==> src/rtl/psum_gather_3_if.sv <==
// Stream bundle for psum_gather_3: beat input side plus packed-group output side.
// The slave modport is the gather block's view; master is the environment driving it.
interface psum_gather_3_if #(
  parameter int DATA_W = 32,
  parameter int LANES  = 3
);
  logic                    s_valid;
  logic                    s_ready;
  logic [DATA_W-1:0]       s_data;
  logic                    s_last;
  logic                    m_valid;
  logic                    m_ready;
  logic [LANES*DATA_W-1:0] m_flat;
  logic [1:0]              m_lanes;

  modport slave (
    input  s_valid, s_data, s_last, m_ready,
    output s_ready, m_valid, m_flat, m_lanes
  );

  modport master (
    output s_valid, s_data, s_last, m_ready,
    input  s_ready, m_valid, m_flat, m_lanes
  );
endinterface

==> src/rtl/psum_gather_3.sv <==
// Packs signed partial sums into LANES-wide groups for the PE adder tree.
// A fill buffer plus an output register let input streaming continue while the output stalls.
module psum_gather_3 #(
  parameter int DATA_W = 32,
  parameter int LANES  = 3,
  parameter int CNT_W  = 16
) (
  input  logic             clk,
  input  logic             rst_n,
  psum_gather_3_if.slave   bus,
  output logic [CNT_W-1:0] grp_cnt
);
  localparam int IDX_W = (LANES > 1) ? $clog2(LANES) : 1;

  typedef logic [LANES-1:0][DATA_W-1:0] group_t;

  logic [IDX_W-1:0] idx;
  group_t           fill;
  group_t           fill_next;
  group_t           out_q;
  logic             pending;
  logic             out_valid;
  logic [1:0]       pend_lanes;
  logic [1:0]       out_lanes;
  logic [1:0]       lanes_now;
  logic             accept;
  logic             close;
  logic             out_free;
  logic             handoff;

  // s_ready depends on registered state only, so m_ready never reaches it combinationally.
  assign accept    = bus.s_valid && !pending;
  assign close     = accept && (bus.s_last || (idx == IDX_W'(LANES - 1)));
  assign handoff   = out_valid && bus.m_ready;
  assign out_free  = !out_valid || bus.m_ready;
  assign lanes_now = 2'(idx) + 2'd1;

  always_comb begin
    // NOTE: assign a default before any conditional write, otherwise a latch is inferred.
    fill_next = fill;
    if (accept) fill_next[idx] = bus.s_data;
  end

  always_ff @(posedge clk or negedge rst_n) begin
    if (!rst_n) begin
      idx        <= '0;
      fill       <= '0;
      pending    <= 1'b0;
      pend_lanes <= '0;
      out_q      <= '0;
      out_lanes  <= '0;
      out_valid  <= 1'b0;
      grp_cnt    <= '0;
    end else begin
      // NOTE: non-blocking assignments so every register samples pre-edge values.
      if (handoff) grp_cnt <= grp_cnt + CNT_W'(1);

      if (close && out_free) begin
        out_q     <= fill_next;
        out_lanes <= lanes_now;
        out_valid <= 1'b1;
        fill      <= '0;
        idx       <= '0;
      end else if (pending && handoff) begin
        // Parked group moves up; out_valid stays high so there is no gap.
        out_q     <= fill;
        out_lanes <= pend_lanes;
        pending   <= 1'b0;
        fill      <= '0;
      end else begin
        if (handoff) out_valid <= 1'b0;
        if (close) begin
          pending    <= 1'b1;
          fill       <= fill_next;
          pend_lanes <= lanes_now;
          idx        <= '0;
        end else if (accept) begin
          fill <= fill_next;
          idx  <= idx + IDX_W'(1);
        end
      end
    end
  end

  assign bus.s_ready = !pending;
  assign bus.m_valid = out_valid;
  assign bus.m_flat  = out_q;
  assign bus.m_lanes = out_lanes;
endmodule

==> src/flat_wrapper.sv <==
// flat-port wrapper written by rule: the top's interface ports become plain ports
module psum_gather_3_flat 
#(
  parameter int DATA_W = 32,
  parameter int LANES  = 3,
  parameter int CNT_W  = 16
)
  (clk, rst_n, grp_cnt, bus_s_valid, bus_s_data, bus_s_last, bus_m_ready, bus_s_ready, bus_m_valid, bus_m_flat, bus_m_lanes);
  psum_gather_3_if #(.DATA_W(DATA_W), .LANES(LANES)) bus_i ();
  input  logic clk;
  input  logic rst_n;
  output logic [CNT_W-1:0] grp_cnt;
  input wire logic [$bits(bus_i.s_valid)-1:0] bus_s_valid;
  input wire logic [$bits(bus_i.s_data)-1:0] bus_s_data;
  input wire logic [$bits(bus_i.s_last)-1:0] bus_s_last;
  input wire logic [$bits(bus_i.m_ready)-1:0] bus_m_ready;
  output wire logic [$bits(bus_i.s_ready)-1:0] bus_s_ready;
  output wire logic [$bits(bus_i.m_valid)-1:0] bus_m_valid;
  output wire logic [$bits(bus_i.m_flat)-1:0] bus_m_flat;
  output wire logic [$bits(bus_i.m_lanes)-1:0] bus_m_lanes;
  assign bus_i.s_valid = bus_s_valid;
  assign bus_i.s_data = bus_s_data;
  assign bus_i.s_last = bus_s_last;
  assign bus_i.m_ready = bus_m_ready;
  assign bus_s_ready = bus_i.s_ready;
  assign bus_m_valid = bus_i.m_valid;
  assign bus_m_flat = bus_i.m_flat;
  assign bus_m_lanes = bus_i.m_lanes;
  psum_gather_3 #(.DATA_W(DATA_W), .LANES(LANES), .CNT_W(CNT_W)) u_core (.clk(clk), .rst_n(rst_n), .bus(bus_i), .grp_cnt(grp_cnt));
endmodule
==> config.mk <==
export PLATFORM = sky130hd
export DESIGN_NAME = psum_gather_3_flat
export DESIGN_NICKNAME = d
export VERILOG_FILES = /design/src/rtl/psum_gather_3_if.sv /design/src/rtl/psum_gather_3.sv /design/src/flat_wrapper.sv
export SDC_FILE = /design/constraint.sdc
export NUM_CORES = 1
export LEC_CHECK = 0
export BUFFER_PORTS_ARGS = -buffer_cell sky130_fd_sc_hd__buf_2
export CAP_MARGIN = 10
export CORE_AREA = 5 5 168 170
export DETAILED_ROUTE_END_ITERATION = 8
export DIE_AREA = 0 0 173 175
export GPL_TIMING_DRIVEN = 0
export PLACE_DENSITY_LB_ADDON = 0.1
export SYNTH_ARGS = -nofsm -noshare
export SYNTH_HDL_FRONTEND = slang
export SYNTH_SLANG_ARGS = --single-unit
==> constraint.sdc <==
create_clock -name clk -period 2.07 [get_ports clk]
set_input_delay 0.414 -clock clk [delete_from_list [all_inputs] [get_ports clk]]
set_output_delay 0.414 -clock clk [all_outputs]
set_load 0.005 [all_outputs]
Yosys cells after proc, flatten, opt, wreduce, memory -nomap -nowiden
Cells that the tools add are included.
{"block": "totals", "register_bits": 216, "inputBits": 37, "wordCells": 60}
{"block": "classes", "n_addsub": 2, "n_lt_le_gt_ge": 2, "n_eq_ne": 2, "mux": 21, "bitwise_logic": 2, "reduce_logical": 19}
{"cell": "$mux 96", "n": 7}
{"cell": "$bwmux 96", "n": 1}
{"cell": "$demux 32 s2", "n": 1}
{"cell": "$mux 32", "n": 1}
{"cell": "$add 16x1->16 const B", "n": 1}
{"cell": "$mux 2", "n": 6}
{"cell": "$logic_and 1x1->1", "n": 6}
{"cell": "$reduce_and 2->1", "n": 3}
{"cell": "$reduce_bool 2->1", "n": 3}
{"cell": "$mux 1", "n": 5}
{"cell": "$reduce_bool 4->1", "n": 1}
{"cell": "$lt 2x3->1 const B", "n": 1}
{"cell": "$reduce_and 3->1", "n": 1}
{"cell": "$reduce_bool 3->1", "n": 1}
{"cell": "$add 2x1->2 const B", "n": 1}
{"cell": "$eq 2x2->1 const B", "n": 1}
{"cell": "$ge 2x1->1 const B", "n": 1}
{"cell": "$logic_not 1->1", "n": 2}
{"cell": "$logic_or 1x1->1", "n": 2}
{"cell": "$ne 2x1->1 const B", "n": 1}
{"cell": "$not 1->1", "n": 2}

Longest topological paths before layout
Gate-level depths: netlist of run 1.
{"block": "logic_depth", "depth_word": 10, "depth_mapped": 9}

Least setup slack after synthesis of run 1
OpenSTA, ideal clock, no wires.
{"block": "synth_path", "path_type": "reg-to-reg", "start": "register u_core.idx[0]", "end": "register u_core.out_q (netlist bit u_core.bus.m_flat[10])", "setup_ns": 0.126, "t_arrival_ns": 1.774, "t_required_ns": 1.944, "setup_slack_ns": 0.170, "path_stages_with_launch": 9, "path_buffers": 2, "path_cell_list": "dfrtp_1 inv_1 ha_1 nor2_1 nor3_1 buf_2 clkbuf_1 and3_1 a221o_1"}
{"block": "synth_between", "elab_chain_len": 7, "word_cells_on_any_way": 13, "cone_classes": "order compare: 2; eq/ne: 1; mux: 5; reduce/logical: 5"}
{"element": "from (decl)", "line": "psum_gather_3.sv:17", "text": "logic [IDX_W-1:0] idx;"}
{"element": "from (signal assigned)", "line": "psum_gather_3.sv:79", "text": "idx <= idx + IDX_W'(1);"}
{"element": "$lt 2x3->1 (not written as such) / $ge 2x1->1 (equally long branches)", "line": "psum_gather_3.sv:41", "text": "if (accept) fill_next[idx] = bus.s_data;"}
{"element": "$logic_and 1x1->1 (not written as such)", "line": "psum_gather_3.sv:41"}
{"element": "$mux 32 (not written as such)", "line": "psum_gather_3.sv:41"}
{"element": "$demux 32 s2"}
{"element": "$bwmux 96", "line": "psum_gather_3.sv:41"}
{"element": "$mux 96", "line": "psum_gather_3.sv:41"}
{"element": "$mux 96", "line": "psum_gather_3.sv:58", "text": "if (close && out_free) begin"}
{"element": "to (signal assigned)", "line": "psum_gather_3.sv:59", "text": "out_q <= fill_next;"}
{"element": "to (signal assigned)", "line": "psum_gather_3.sv:66", "text": "out_q <= fill;"}
{"element": "to (decl)", "line": "psum_gather_3.sv:20", "text": "group_t out_q;"}
Parallel ways exist; a longest one is shown, timed or not.
A chain may end at the register's enable or synchronous reset.

Final worst setup path of run 1
{"block": "layout_path", "start": "register u_core.idx[0]", "end": "register u_core.out_q (netlist bit u_core.bus.m_flat[61])"}
Same word-level chain as after synthesis.

==> results of run 1 <==
## flip-flops by register name, summed over array words and instances (netlist names)
signal / count
u_core.idx: 2
u_core.bus.m_flat: 96
u_core.grp_cnt: 16
u_core.bus.m_valid: 1
u_core.bus.m_lanes: 2
u_core.pending: 1
u_core.pend_lanes: 2
u_core.fill: 96
## path summary, 6_finish.rpt
kind	startpoint	end	slack (ns)
worst max-delay path	u_core.idx[0]	u_core.bus.m_flat[61]	0.09
worst min-delay path	bus_s_data[21]	u_core.fill[85]	0.18
worst max register to register	u_core.idx[0]	u_core.bus.m_flat[61]	0.09
worst min register to register	u_core.bus.m_flat[66]	u_core.bus.m_flat[66]	0.46
max in group asynchronous	rst_n	u_core.fill[19]	0.84
min in group asynchronous	rst_n	u_core.grp_cnt[6]	0.38
## per-stage QoR
step	power, uW	cells	instance area (um2)	hold slack [ns]	util, %
3_5_place_dp	12900	1385	10300	0.343	38.9
5_1_grt	18700	1437	11400	0.184	42.9
6_report	17500	1437	11400	0.184	42.9
3_3_place_gp	12800	1383	10300	0.446	38.7
2_1_floorplan	10200	890	9090	0.118	-
4_1_cts	17700	1437	11400	0.165	42.8
## cell type report
type | count | area share [%]
Multi-Input combinational cell | 601 | 29.6
Inverter | 4 | 0.132
Sequential cell | 216 | 47.4
Clock buffer | 42 | 7.12
Clock inverter | 4 | 0.197
Buffer | 68 | 3.94
Tap cell | 341 | 3.74
Timing Repair Buffer | 161 | 7.83
## cell usage in the layout (no fill, tap or decap), drive strengths merged, types with 4 or more instances in the layout
cell type and instances:
a21oi 97, a221o 66, a22oi 32, and2 4, and3 66, buf 187, clkbuf 83, dfrtp 216
ha 5, inv 4, nand2 266, nand3 11, nor2 11, nor3 4, o21ai 7, xnor2 10
xor2 5
## cells by family after synthesis
kind of cell	share of synthesized area, %
xor gates and xnor gates	1.45
adders and majority gates	0.688
muxes	0.248
buffers and inverters	3.95
AOI/OAI and AO/OA	16.1
and+or+nand+nor	18.1
DFF	59.5
## power by group
part / switching (uW) / total, uW / internal [uW]
Clock: 1780 / 4440 / 2660
Sequential: 1030 / 6940 / 5910
Combinational: 3460 / 6080 / 2620
Total: 6260 / 17500 / 11200
## Yosys cell counts
cell | count | share of area [%]
nand2_1 | 265 | 11
dfrtp_1 | 216 | 59
a21oi_1 | 97 | 5.3
a221o_1 | 66 | 7.3
and3_1 | 66 | 4.5
clkbuf_1 | 40 | 1.7
a22oi_1 | 32 | 2.6
buf_2 | 14 | 0.77
nor2_1 | 11 | 0.45
nand3_1 | 10 | 0.55
xnor2_1 | 10 | 0.96
buf_4 | 6 | 0.50
buf_6 | 6 | 0.74
ha_1 | 5 | 0.69
xor2_1 | 5 | 0.48
inv_1 | 4 | 0.17
nor3_1 | 4 | 0.22
o21ai_0 | 4 | 0.22
and2_1 | 3 | 0.21
buf_1 | 3 | 0.12
nand4_1 | 3 | 0.21
mux2_2 | 2 | 0.25
nand3b_1 | 2 | 0.17
nor2b_1 | 2 | 0.14
o21ai_4 | 2 | 0.36
a211oi_1 | 1 | 0.083
a21o_1 | 1 | 0.083
and2_0 | 1 | 0.069
nand2_2 | 1 | 0.069
nand2b_1 | 1 | 0.069
nand3_2 | 1 | 0.11
nor2b_2 | 1 | 0.096
nor3b_1 | 1 | 0.083
o21ai_1 | 1 | 0.055
o31a_1 | 1 | 0.096
or2_1 | 1 | 0.069
or3_1 | 1 | 0.069
## worst max-delay path: stages (launching register included)
cell and delay, ns:
dfrtp_2 0.44, inv_2 0.11, ha_4 0.17, nor2_4 0.05, or3_1 0.33, buf_4 0.18, o21ai_4 0.18, buf_4 0.15
buf_6 0.15, a221o_1 0.15
## timing repair
item                       4_1_cts  5_1_grt
hold endpoints to repair        43        0
hold buffers                     1        0
setup buffers                    5        1
gates resized for setup         48       21
setup endpoints to repair      168      190
pin swaps                        2        0
## layer usage
| metal | track usage (%) | part of all wire [%] | up-vias |
|---|---|---|---|
| li1 | - | - | 3490 |
| met4 | 4.49 | 2.1 | 0 |
| met3 | 4.48 | 6.5 | 39 |
| met2 | 29.4 | 45 | 209 |
| met1 | 26.9 | 46 | 3628 |
| met5 | 0 | 0 | - |
==> metrics, run 1 <==
vias after detailed routing=7,366; drt wl/cell=20.1 um; worst-path fanout max=10; CTS tree=yes; Fillers=2,685; synth unique cells=37; Hold WC Path Type=in2reg; Fmax=505 MHz; Mapped Nets=932; area of the multi-input gates=3380 um2; PnR worst setup slack=0.0899 ns; hold path cells=3; vias in the first global route=7,613; DP Worst Slack=-0.570 ns; CTS Buffer Depth=3; kind of critical path=reg2reg; Chip Width=173 um; Num Clock Sinks=216; arrival time worst endpoint=2.45 ns; Hold Fails Final Rpt=0; total power per unit cell area=1530 nW/um2; Nets=1,120; Via density=5.13; post-route ant nets=0; Finish-stage setup viols=0; Avg Synthesized Cell Area=10.2 um2; VDD IR max=619 uV; CTS buffer count=26; min cycle time layout=1.98 ns; CTS H-tree lvls=1; Max Transition Viols Final=0; final wirelength=28.9 mm; Initial Util=34.2%; Synth Register Bits=216; clock root buffer=clkbuf_16; Crit. End Element=register; I/O Buffers=152; ant diodes=0; largest net degree at the start of global routing=99; Ports=153; Starting DRT DRC Count=555; first-pass GRT wire length=45.7 mm; die area=30,300 um2; total global-route track usage=18.9%; RSZ-0062 raised after global routing=false; max_slew headroom=62.7%; DR pass1 iterations=5; clk_lat worst skew=0.53 ns; r2r worst-path depth=9; cell area after synthesis=9090 um2; final period utilization=95.7%; initial antenna violation count=0; startpoint types=register; GPL Wtd Cong=0.748; setup TNS=0 ns; share of cells above drive strength 1=24.3%; status=finished, final reports clean; Setup Skew=0.0102 ns; Worst-path clk slew=0.06 ns; Critical Path RT=2.54 ns; Lkg Pwr=0.00581 uW; Area Growth Syn to Fin=25.5%; Die Y=175 um; Cells after Synth=890; half-perimeter wire length after placement=19.5 mm; synth warn=0; core area=26,600 um2; residual DRC count=0; sequential area share after synthesis=59.5%; register area=5410 um2; max cap viols=0; Rows=60; Slew @ Worst Pin=0.559 ns; total grt overflow=0
No activity file was read; power rests on OpenSTA's default activity.
==> run 2: changes to the inputs <==
--- a/config.mk
+++ b/config.mk
@@ -5,11 +5,11 @@
 export SDC_FILE = /design/constraint.sdc
 export NUM_CORES = 1
 export LEC_CHECK = 0
-export BUFFER_PORTS_ARGS = -buffer_cell sky130_fd_sc_hd__buf_2
 export CAP_MARGIN = 10
 export CORE_AREA = 5 5 168 170
 export DETAILED_ROUTE_END_ITERATION = 8
 export DIE_AREA = 0 0 173 175
+export DONT_BUFFER_PORTS = 1
 export GPL_TIMING_DRIVEN = 0
 export PLACE_DENSITY_LB_ADDON = 0.1
 export SYNTH_ARGS = -nofsm -noshare
==> metrics, run 2 (synthesis results as in run 1) <==
reg-to-reg slack, setup=0.11 ns (+0.02 ns); half-perimeter wire length after placement=19.1 mm (-2.3%); post-route ant nets=0 (unchanged); Num Clock Sinks=216 (unchanged); Ports=153 (unchanged); Chip Width=173 um (unchanged); Max Transition Viols Final=0 (unchanged); r2r worst-path depth=9 (unchanged); Lkg Pwr=0.00511 uW (-12%); vias in the first global route=7,173 (-5.8%); Hold WC Path Type=in2async; Rows=60 (unchanged); DR pass1 iterations=4 (-1); core area=26,600 um2 (unchanged); residual DRC count=0 (unchanged); max cap viols=0 (unchanged); I/O Buffers=0 (-100%); CTS tree=yes; VDD IR max=657 uV (+6.1%); post-route insts no fill=1,303 (-9.3%); final instance area=10,700 um2 (-6.4%); Finish-stage setup viols=0 (unchanged); crit path capture=u_core.bus.m_flat[56]; CTS H-tree lvls=1 (unchanged); DP Area=9520 um2 (-8.0%); first-pass GRT wire length=46.2 mm (+0.95%); dpl cells=1,231 (-11%); Starting DRT DRC Count=349 (-37%); CTS Buffer Depth=3 (unchanged); Fmax=509 MHz (+0.84%); GPL Wtd Cong=0.740 (-1.1%); Via density=5.22 (+1.9%); commonest non-fill, non-tap cells in the layout=nand2_1, dfrtp_1, a21oi_1, and3_1, a221o_1; vias after detailed routing=6,806 (-7.6%); Crit. End Element=register; Slew @ Worst Pin=0.547 ns (-0.0118 ns); CTS buffer count=25 (-3.8%); total power per unit cell area=1520 nW/um2 (-0.57%); status=finished with violations; share of cells above drive strength 1=11.1% (-13 points); failing checks=negative hold slack; kind of critical path=reg2reg; arrival time worst endpoint=2.43 ns (-0.02 ns); initial antenna violation count=0 (unchanged); total grt overflow=0 (unchanged); Initial Util=34.2% (unchanged); worst-path fanout max=10 (unchanged); final wirelength=29.7 mm (+2.8%); total global-route track usage=19.4% (+0.50 points); die area=30,300 um2 (unchanged); min cycle time layout=1.96 ns (-0.0164 ns); Critical Path RT=2.53 ns (about the same); most common cell after layout, fill and taps aside=nand2_1; setup TNS=0 ns (unchanged); crit path from=u_core.idx[0]; max_slew headroom=63.4% (+0.71 points); Worst-path clk slew=0.06 ns (about the same); Setup Skew=0.0168 ns (+0.00661 ns); largest net degree at the start of global routing=217 (+120%); Area Growth Syn to Fin=17.5%; worst r2r src=u_core.idx[0]; ant diodes=0 (unchanged); Nets=987 (-12%); final period utilization=94.9% (-0.79 points); startpoint types=register; Hold Fails Final Rpt=216 (+216); Fillers=2,692 (+0.26%); Die Y=175 um (unchanged); clock root buffer=clkbuf_16; RSZ-0062 raised after global routing=true; r2r endpoint=u_core.bus.m_flat[56]; drt wl/cell=22.8 um (+13%); clk_lat worst skew=0.53 ns (about the same); smallest hold slack=-0.403 ns (-0.587 ns)
## run 2: stage by stage
step | hold WS (ns) | utilization (%) | total power [uW] | worst slack (ns)
floorplan | 0.118 | - | 10200 | 0.170
detailed placement | 0.124 | 35.8 | 12000 | -0.577
finish | -0.403 | 40.2 | 16300 | 0.106
CTS | -0.435 | 39.9 | 16400 | 0.0289
global route | -0.434 | 40.2 | 17400 | -0.0162
global placement | 0.124 | 35.8 | 11900 | -0.603
## run 2: how the worst min path moves through the flow
stage,start,to,slack [ns],cells after the start
final,rst_n,u_core.grp_cnt[6],-0.40,0
after global routing,rst_n,u_core.grp_cnt[3],-0.43,0
after CTS,rst_n,u_core.bus.m_flat[93],-0.44,0
after detailed placement,rst_n,u_core.grp_cnt[7],0.12,0
after global placement,rst_n,u_core.grp_cnt[6],0.12,0
after floorplan,rst_n,u_core.bus.m_flat[0],0.12,0
## run 2: layout make-up
cell class	instances	area, um2	share of cell area [%]
Sequential cell	216	5410	50.6
Multi-Input combinational cell	601	3370	31.5
Clock buffer	37	731	6.84
Tap cell	341	427	3.99
Buffer	68	409	3.83
Timing Repair Buffer	29	288	2.69
Clock inverter	7	38.8	0.363
Inverter	4	15.0	0.141
## run 2: routing by layer
layer	vias to the layer above	track usage [%]	wire (um)
li1	3219	-	-
met1	3370	26.7	13200
met2	181	31.1	13600
met3	36	5.47	2360
met4	0	3.49	525
met5	-	0	0
## run 2: report_power, final
part / leakage, uW / switching, uW / internal [uW] / total (uW)
clock network: 0.000386 / 1760 / 2430 / 4180
registers: 0.00286 / 1340 / 5910 / 7260
logic: 0.00186 / 2850 / 1970 / 4810
## run 2: critical path, stage by stage (launching register included)
cell     delay, ns
dfrtp_1       0.38
inv_1         0.11
ha_2          0.23
nor2_4        0.06
or3_1         0.33
buf_4         0.18
o21ai_4       0.17
buf_12        0.14
buf_6         0.15
a221o_1       0.15
## run 2: what timing repair did
action | in CTS | in global routing
cloned | 0 | 0
hold buffers | 22 | 1
setup endpoints to repair | 168 | 100
gates resized for setup | 37 | 14
pin swaps | 0 | 1
hold endpoints to repair | 245 | 217
buffers inserted | 3 | 3
==> run 3: changes to the inputs <==
--- a/config.mk
+++ b/config.mk
@@ -5,13 +5,15 @@
 export SDC_FILE = /design/constraint.sdc
 export NUM_CORES = 1
 export LEC_CHECK = 0
+export ABC_AREA = 1
 export CAP_MARGIN = 10
-export CORE_AREA = 5 5 168 170
+export CORE_AREA = 5 5 178 180
 export DETAILED_ROUTE_END_ITERATION = 8
-export DIE_AREA = 0 0 173 175
+export DIE_AREA = 0 0 183 185
 export DONT_BUFFER_PORTS = 1
 export GPL_TIMING_DRIVEN = 0
 export PLACE_DENSITY_LB_ADDON = 0.1
+export RECOVER_POWER = 100
 export SYNTH_ARGS = -nofsm -noshare
 export SYNTH_HDL_FRONTEND = slang
 export SYNTH_SLANG_ARGS = --single-unit
==> metrics, run 3 <==
Lkg Pwr=0.00592 uW (+16%); r2r endpoint=u_core.bus.m_flat[59]; worst r2r src=u_core.idx[0]; die area=33,900 um2 (+12%); Ports=153 (unchanged); GPL Wtd Cong=0.777 (+4.9%); commonest non-fill, non-tap cells in the layout=nand2_1, dfrtp_1, nand3_1, nor2_1, o21ai_2; setup TNS=0 ns (unchanged); total power per unit cell area=784 nW/um2 (-48%); Nets=1,303 (+32%); min cycle time layout=1.93 ns (-0.0289 ns); worst-path fanout max=10 (unchanged); residual DRC count=0 (unchanged); cell area after synthesis=10,300 um2 (+13%); reg-to-reg slack, setup=0.14 ns (+0.03 ns); Num Clock Sinks=216 (unchanged); synth unique cells=23 (-38%); total global-route track usage=19.0% (-0.41 points); Finish-stage setup viols=0 (unchanged); clk_lat worst skew=0.53 ns (about the same); Area Growth Syn to Fin=14.3%; area share of the largest cell type after synthesis=52.6% (-6.8 points); Hold WC Path Type=in2async; smallest hold slack=-0.397 ns (+0.00588 ns); Cells after Synth=1,232 (+38%); final period utilization=93.5% (-1.4 points); Synth top cells by count=nand2_1, dfrtp_1, nand3_1; I/O Buffers=0 (unchanged); RSZ-0062 raised after global routing=false; core area=30,000 um2 (+13%); post-CTS setup buffer count=0 (-3); Synth Register Bits=216 (unchanged); startpoint types=register; Avg Synthesized Cell Area=8.34 um2 (-18%); status=finished with violations; max_slew headroom=62.8% (-0.64 points); CTS Buffer Depth=3 (unchanged); Area contributors post-synth=dfrtp_1, nand2_1, nand3_1, o21ai_2, nor2_1; largest net degree at the start of global routing=217 (unchanged); top-count cell post-synth=nand2_1; r2r worst-path depth=9 (unchanged); first-pass GRT wire length=49.9 mm (+8.2%); most common cell after layout, fill and taps aside=nand2_1; Tot Pwr=9200 uW (-43%); CTS buffer count=27 (+8.0%); CTS H-tree lvls=1 (unchanged); Via density=4.95 (-5.2%); ant diodes=0 (unchanged); Async SR Flop Fraction=100% (unchanged); clock root buffer=clkbuf_16; Max Transition Viols Final=0 (unchanged); vias after detailed routing=8,307 (+22%); drt wl/cell=19.5 um (-14%); Fmax=517 MHz (+1.5%); CTS tree=yes; Starting DRT DRC Count=558 (+60%); DR pass1 iterations=5 (+1); Mapped Nets=1,274 (+37%); post-route ant nets=0 (unchanged); critical path, cell by cell=inv_1 > ha_1 > nor2_2 > nor2_2 > nand2_2 > buf_4 > buf_2 > nand3_1 > nand3_1; EDFF count, synth=0 (unchanged); Die Y=185 um (+5.7%); crit path from=u_core.idx[0]; Crit. End Element=register; vias in the first global route=8,016 (+12%); Fillers=3,117 (+16%); Worst-path clk slew=0.06 ns (about the same); share of cells above drive strength 1=17.3% (+6.1 points); initial antenna violation count=0 (unchanged); failing checks=negative hold slack; Rows=64 (+6.7%); total grt overflow=0 (unchanged); max cap viols=0 (unchanged); Synth Flop Type=dfrtp_1; sequential area share after synthesis=52.6% (-6.8 points); crit path capture=u_core.bus.m_flat[59]; kind of critical path=reg2reg; final wirelength=32.7 mm (+10%); slowest stage cell, crit path=dfrtp_1; Initial Util=34.2% (about the same); CP max stage delay=0.39 ns (about the same); Hold Fails Final Rpt=216 (unchanged); arrival time worst endpoint=2.39 ns (-0.04 ns); leading area contributor after synthesis=dfrtp_1; synth warn=0 (unchanged); Critical Path RT=2.53 ns (about the same); Chip Width=183 um (+5.8%); Slew @ Worst Pin=0.558 ns (+0.0107 ns); VDD IR max=495 uV (-25%); Setup Skew=0.0124 ns (-0.00445 ns); half-perimeter wire length after placement=22.7 mm (+19%)
==> run 3: cell count changes in the layout (fill, tap and decap cells not counted), sizes merged, moves of 96 or more <==
cell   before  now
o21ai       7  103
a21oi      97    0
nand2     266  432
nand3      11  203
nor2       11  111
==> run 3: repair_timing <==
item / CTS / global route
resized for setup: 5 / 18
setup endpoints to repair: 33 / 133
endpoints found under the hold margin: 216 / 216
cloned: 0 / 0
==> run 3: worst min-delay path by stage <==
stage,endpoint
6_report,u_core.bus.m_flat[30]
5_1_grt,u_core.bus.m_flat[92]
4_1_cts,u_core.idx[0]
3_5_place_dp,u_core.bus.m_flat[93]
3_3_place_gp,u_core.fill[92]
2_1_floorplan,u_core.bus.m_flat[0]
==> run 3: report_power, final <==
group	internal, uW	total (uW)	switching [uW]
combinational	11.7	87.9	76.2
clock	3020	4890	1870
sequential	4230	4230	2.47
==> run 3: cell type report <==
class                      count  area [um2]  share of cell area [%]
buffer                        81         533                    4.54
clock buffer                  40         835                    7.11
clock inverter                 9         101                   0.863
inverter                      61         229                    1.95
multi-input combinational    874        4140                    35.3
sequential                   216        5410                    46.0
tap                          396         495                    4.22
==> run 3: per-layer routing <==
metal  vias to the layer above  GRT usage (%)  part of all wire [%]
met4                         0           3.43                   1.3
li1                       4041              -                     -
met2                       206           29.8                    46
met1                      4026           26.9                    45
met3                        34           5.09                   7.8
met5                         -              0                     0
==> run 3: cells by family after synthesis <==
kind of cell	count (synthesis)	synth area share [%]
and+or+nand+nor	754	30.6
adders and majority gates	5	0.609
buffers and inverters	142	7.05
DFF	216	52.6
xor gates and xnor gates	10	0.853
AOI/OAI and AO/OA	105	8.27
==> run 3: metrics by stage <==
stage	cells	util [%]	worst slack, ns	hold slack [ns]	cell area, um2
finish	1677	39.1	0.135	-0.397	11700
global route	1677	39.1	0.00784	-0.424	11700
CTS	1677	39.0	-0.0109	-0.426	11700
detailed placement	1628	35.9	-0.0650	0.136	10800
global placement	1628	35.9	-0.0551	0.137	10800
floorplan	1232	-	0.491	0.118	10300
==> run 3: worst max-delay path, delay by kind of cell, from the launching register on <==
family,cells,cell delay (ns)
fa+ha+maj,1,0.27
buf+inv,3,0.64
flops,1,0.39
simple gates,5,0.54
